$ cat src/rtl/pass_lock_pkg.sv
// Shared state encodings for the password-gated channel enable controller.
// The top-level design and the testbench both use these encodings.
package pass_lock_pkg;

   localparam logic [2:0] IDLE   = 3'b000;
   localparam logic [2:0] ACTIVE = 3'b001;
   localparam logic [2:0] GRANT  = 3'b101;
   localparam logic [2:0] TRAP   = 3'b111;
   localparam logic [2:0] SAVE   = 3'b110;

endpackage

$ cat src/rtl/pass_lock_fsm_edge_det.sv
// Registered rising-edge detector.
// A level that stays high yields a single-cycle pulse on its first cycle.
module edge_det (
   input  logic clk,
   input  logic rst,
   input  logic din,
   output logic rise
);

   logic din_q;

   always_ff @(posedge clk or negedge rst) begin
      if (!rst) din_q <= 1'b0;
      else      din_q <= din;
   end

   assign rise = din & ~din_q;

endmodule

$ cat src/rtl/pass_lock_fsm.sv
// Password-gated N-channel enable controller.
// Provides a programmable code, a retry budget, a timed lockout and one-hot channel steering.
module pass_lock_fsm
   import pass_lock_pkg::*;
#(
   parameter int             DW          = 4,
   parameter logic [DW-1:0]  RST_PASS    = {DW{1'b1}},
   parameter int             MAX_TRIES   = 3,
   parameter int             LOCK_CYCLES = 16,
   parameter int             NCH         = 2
) (
   input  logic                           clk,
   input  logic                           rst,
   input  logic                           rqst,
   input  logic                           confirm,
   input  logic [DW-1:0]                  pass_data,
   input  logic                           pass_wr,
   output logic [NCH-1:0]                 en,
   output logic [DW-1:0]                  dout,
   output logic [2:0]                     state,
   output logic [$clog2(MAX_TRIES+1)-1:0] tries_left,
   output logic                           locked
);

   localparam int TW = $clog2(MAX_TRIES + 1);
   localparam int LW = $clog2(LOCK_CYCLES);
   localparam int SW = $clog2(NCH);

   localparam logic [NCH-1:0] EN_ONE = {{(NCH-1){1'b0}}, 1'b1};

   logic [2:0]     state_q, state_d;
   logic [NCH-1:0] en_q, en_d;
   logic [DW-1:0]  dout_q, dout_d;
   logic [DW-1:0]  pass_q, pass_d;
   logic [TW-1:0]  fail_cnt_q, fail_cnt_d;
   logic [LW-1:0]  lock_cnt_q, lock_cnt_d;

   logic           cedge;
   logic           code_ok;
   logic [TW:0]    fail_inc;
   logic           budget_left;

   edge_det u_edge_det (
      .clk  (clk),
      .rst  (rst),
      .din  (confirm),
      .rise (cedge)
   );

   assign code_ok     = (pass_data == pass_q);
   assign fail_inc    = {1'b0, fail_cnt_q} + (TW+1)'(1);
   assign budget_left = (fail_inc < (TW+1)'(MAX_TRIES));

   always_ff @(posedge clk or negedge rst) begin
      if (!rst) begin
         state_q    <= IDLE;
         en_q       <= '0;
         dout_q     <= '0;
         pass_q     <= RST_PASS;
         fail_cnt_q <= '0;
         lock_cnt_q <= '0;
      end else begin
         state_q    <= state_d;
         en_q       <= en_d;
         dout_q     <= dout_d;
         pass_q     <= pass_d;
         fail_cnt_q <= fail_cnt_d;
         lock_cnt_q <= lock_cnt_d;
      end
   end

   // Dropping rqst wins over a simultaneous confirm edge; TRAP ignores rqst entirely.
   always_comb begin
      state_d = state_q;
      case (state_q)
         IDLE:    if (rqst) state_d = ACTIVE;
         ACTIVE: begin
            if (!rqst)                      state_d = IDLE;
            else if (cedge && code_ok)      state_d = GRANT;
            else if (cedge && !budget_left) state_d = TRAP;
         end
         GRANT: begin
            if (!rqst)      state_d = IDLE;
            else if (cedge) state_d = SAVE;
         end
         SAVE:    if (!rqst) state_d = IDLE;
         TRAP:    if (lock_cnt_q == '0) state_d = IDLE;
         default: state_d = IDLE;
      endcase
   end

   always_comb begin
      en_d       = en_q;
      dout_d     = dout_q;
      pass_d     = pass_q;
      fail_cnt_d = fail_cnt_q;
      lock_cnt_d = lock_cnt_q;
      case (state_q)
         IDLE:    if (rqst) en_d = '0;
         ACTIVE: begin
            if (!rqst) begin
               en_d = '0;
            end else if (cedge) begin
               if (code_ok) begin
                  fail_cnt_d = '0;
               end else if (budget_left) begin
                  fail_cnt_d = fail_inc[TW-1:0];
               end else begin
                  fail_cnt_d = TW'(MAX_TRIES);
                  lock_cnt_d = LW'(LOCK_CYCLES - 1);
               end
            end
         end
         GRANT:   if (!rqst) en_d = '0;
         SAVE: begin
            if (!rqst) begin
               en_d = '0;
            end else begin
               dout_d = pass_data;
               en_d   = EN_ONE << pass_data[SW-1:0];
               if (pass_wr) pass_d = pass_data;
            end
         end
         TRAP: begin
            if (lock_cnt_q == '0) fail_cnt_d = '0;
            else                  lock_cnt_d = lock_cnt_q - LW'(1);
         end
         default: en_d = '0;
      endcase
   end

   assign en         = en_q;
   assign dout       = dout_q;
   assign state      = state_q;
   assign tries_left = TW'(MAX_TRIES) - fail_cnt_q;
   assign locked     = (state_q == TRAP);

endmodule

$ cat config.mk
export PLATFORM = sky130hd
export DESIGN_NAME = pass_lock_fsm
export DESIGN_NICKNAME = d
export VERILOG_FILES = /design/src/rtl/pass_lock_pkg.sv /design/src/rtl/pass_lock_fsm_edge_det.sv /design/src/rtl/pass_lock_fsm.sv
export SDC_FILE = /design/constraint.sdc
export NUM_CORES = 1
export LEC_CHECK = 0
export CORE_MARGIN = 8
export CORE_UTILIZATION = 45
export CTS_BUF_LIST = sky130_fd_sc_hd__clkbuf_4
export DETAILED_ROUTE_END_ITERATION = 16
export GPL_ROUTABILITY_DRIVEN = 0
export PLACE_DENSITY = 0.71
export SLEW_MARGIN = 40
export SYNTH_ARGS = -nofsm -noshare
export SYNTH_HDL_FRONTEND = slang
export SYNTH_HIERARCHICAL = 1
export SYNTH_SLANG_ARGS = --single-unit
$ cat constraint.sdc
create_clock -name clk -period 2 [get_ports clk]
set_clock_uncertainty 0.15 [all_clocks]
set_input_delay 0.4 -clock clk [delete_from_list [all_inputs] [get_ports clk]]
set_output_delay 0.4 -clock clk [all_outputs]
set_load 0.005 [all_outputs]
==> impl_metrics.json <==
{
  "tns_ns": 0,
  "power_uw": 789.6,
  "leakagePower_uw": 0.0006195,
  "cp.arrival_ns": 1.37,
  "synth_top_area_share_pct": 37.08,
  "worstSetupPathType": "reg2out",
  "max_slew.worst_pin.slew_ns": 0.2512,
  "die_y_um": 64.99,
  "vias": 825,
  "syn2layout_area_growth_pct": 26.42,
  "yosysSeqAreaShare_pct": 46.81,
  "finalHoldViolations": 0,
  "vdd_drop_max_v": 0.0004553,
  "max_stage_delay_ns": 0.51,
  "die_w_um": 64.99,
  "grt_max_degree": 21,
  "floorplan.initialDensity_pct": 48.35,
  "yosysMostFrequentCell": "dfrtp_1",
  "grt_pass1_wl_um": 3781,
  "finalInstanceArea_sq_um": 1365,
  "hold_class": "in2async",
  "path_max_fanout": 9,
  "pwr-share-comb_pct": 19.2,
  "drc_errors": 0,
  "clk_pin_slew_ns": 0.11,
  "overflow": 0,
  "dieArea_sq_um": 4223,
  "ys_ff_latch": 20,
  "async_flop_share_pct": 100.0,
  "met3_length_um": 134,
  "ys_warn_count": 6,
  "critPathTopFamily": "buffers and inverters",
  "cts_tree": "built",
  "clock-sinks": 20,
  "fmax_ghz": 0.5204,
  "clk-insertion-delay-late_ns": 0.30,
  "diodes": 0,
  "num_rows": 17,
  "drt_wl_total_um": 2236,
  "wl_met2_um": 1039,
  "place_area_sq_um": 1318,
  "cap_violations": 0,
  "fin_crit_sh_pct": 96.08,
  "pwr-share-seq_pct": 55.7,
  "numPortBuffers": 20,
  "r2r_cells": 6,
  "maxSlewHeadroom_pct": 83.14,
  "worst_path_max_delay_cell": "clkdlybuf4s50_1",
  "root_buffer": "clkbuf_4",
  "grt_pass1_vias": 843,
  "dr.pass1.iters": 4,
  "syn-cell-area_sq_um": 1080,
  "syn_nets": 108,
  "power.switching_uw": 209.5,
  "wirelength_met1_um": 1018,
  "maxSlewViolCount": 0,
  "ant_nets": 0,
  "htree_levels": 1,
  "path_buf_inv": 2,
  "crit_chain": "buf_4 -> clkdlybuf4s50_1",
  "numCtsBuffers": 3,
  "drive_above_1_share_pct": 25.60,
  "grt_usage_pct": 11.12,
  "crit_path_end_kind": "output pin",
  "cellInternalPower_uw": 580.1,
  "fillers": 197,
  "required_ns": 1.45,
  "cp-start-kind": "flop",
  "status": "complete, no violations",
  "pin_count": 21,
  "syn_avg_cell_area_sq_um": 11.02,
  "core_area_sq_um": 2233,
  "synth.area.top_cells": "dfrtp_1 (37%), dfstp_2 (9.7%), mux2_2 (6.3%)",
  "drtIter0Drc": 28,
  "wl_per_cell_um": 14.61,
  "dp_hpwl_um": 1689,
  "yosysUniqueCellTypes": 38,
  "cp.depth": 2,
  "fin_hold_ws_ns": 0.2745,
  "postCtsHoldBufs": 0,
  "fin_util_pct": 61.12,
  "syn_inst": 98,
  "grt_antenna_before_repair": 0,
  "netlist_top_cells_count": "dfrtp_1 (16), inv_1 (8), mux2_2 (6), nor2_1 (6)",
  "vias_per_cell": 5.392,
  "rsz0062_at_grt": "false",
  "pwr-share-clk_pct": 25.0,
  "nets": 136,
  "cts_buffer_depth": 2,
  "period_needed_ns": 1.922,
  "highest_layer": "met4",
  "synth_top_area_cell": "dfrtp_1",
  "synth_flop_cell": "dfrtp_1",
  "p_sw_share_pct": 26.54,
  "power.density_nw_per_um2": 578.4,
  "setup_viol": 0,
  "synth_edf_count": 0
}
[timing repair]
action / in CTS / in global routing
buffers inserted: 0 / 2
resized for setup: 0 / 2
endpoints found under the setup margin: 0 / 2
[kinds of logic after synthesis]
kind of cell	count (synthesis)	share of synthesized area, %
buffers and inverters	13	6.373
adders and majority gates	1	1.159
and+or+nand+nor	25	14.48
DFF	20	46.81
muxes	8	8.111
AOI/OAI and AO/OA	26	19.00
xor gates and xnor gates	5	4.055
[routing by layer]
metal	up-vias	global-route usage, %
met5	-	0
met1	398	13.52
li1	406	-
met3	5	3.780
met4	0	5.722
met2	16	17.02
[path summary, 6_finish.rpt]
kind                                    start            end  slack (ns)
worst max-delay path                 state[0]       state[0]        0.08
worst min-delay path                      rst  fail_cnt_q[0]        0.27
worst max register to register  lock_cnt_q[0]  fail_cnt_q[1]        0.36
worst min register to register        dout[0]        dout[0]        0.35
max in group asynchronous                 rst      pass_q[3]        1.16
min in group clk                      dout[0]        dout[0]        0.35
[cells in the final DEF, fill, tap and decap left out, types with 2 or more instances in the layout]
| cell type | count |
|---|---|
| a22oi_1 | 4 |
| o21ai_0 | 5 |
| dfstp_2 | 4 |
| a21oi_1 | 3 |
| buf_4 | 6 |
| o2bb2ai_1 | 2 |
| nor3_1 | 2 |
| nand4_1 | 2 |
| nor2b_4 | 2 |
| nand2b_1 | 2 |
| mux2_2 | 6 |
| a31oi_1 | 2 |
| xnor2_1 | 5 |
| dfrtp_1 | 16 |
| clkbuf_4 | 3 |
| nand2_1 | 5 |
| inv_1 | 8 |
| mux2i_1 | 2 |
| clkdlybuf4s50_1 | 19 |
| nor2_1 | 6 |
[power by group through the flow]
stage / logic, uW / clock network (uW) / registers (uW)
2_1_floorplan: 78.7 / 0 / 445
3_3_place_gp: 148 / 0 / 446
3_5_place_dp: 152 / 0 / 447
4_1_cts: 153 / 203 / 440
5_1_grt: 169 / 221 / 443
6_report: 152 / 198 / 440
[metrics by stage]
stage,instances,setup slack [ns]
final,153,0.07831
after global placement,147,0.09062
after detailed placement,147,0.05292
after CTS,151,0.01819
after floorplan,98,0.4618
after global routing,153,0.009130
[area by class of cell]
type	instances	area (sq um)	area share, %
sequential	20	505.5	37.03
timing repair buffer	27	259.0	18.97
clock buffer	3	22.52	1.650
clock inverter	1	3.754	0.2750
inverter	9	33.78	2.475
tap	28	35.03	2.566
multi-input combinational	65	505.5	37.03
[sequential cells by signal, indices dropped and copies added, names as in the netlist]
register and cells:
state 3, lock_cnt_q 4, pass_q 4, u_edge_det/din_q 1, en 2, fail_cnt_q 2
dout 4
(Power assumes the default switching activity.)
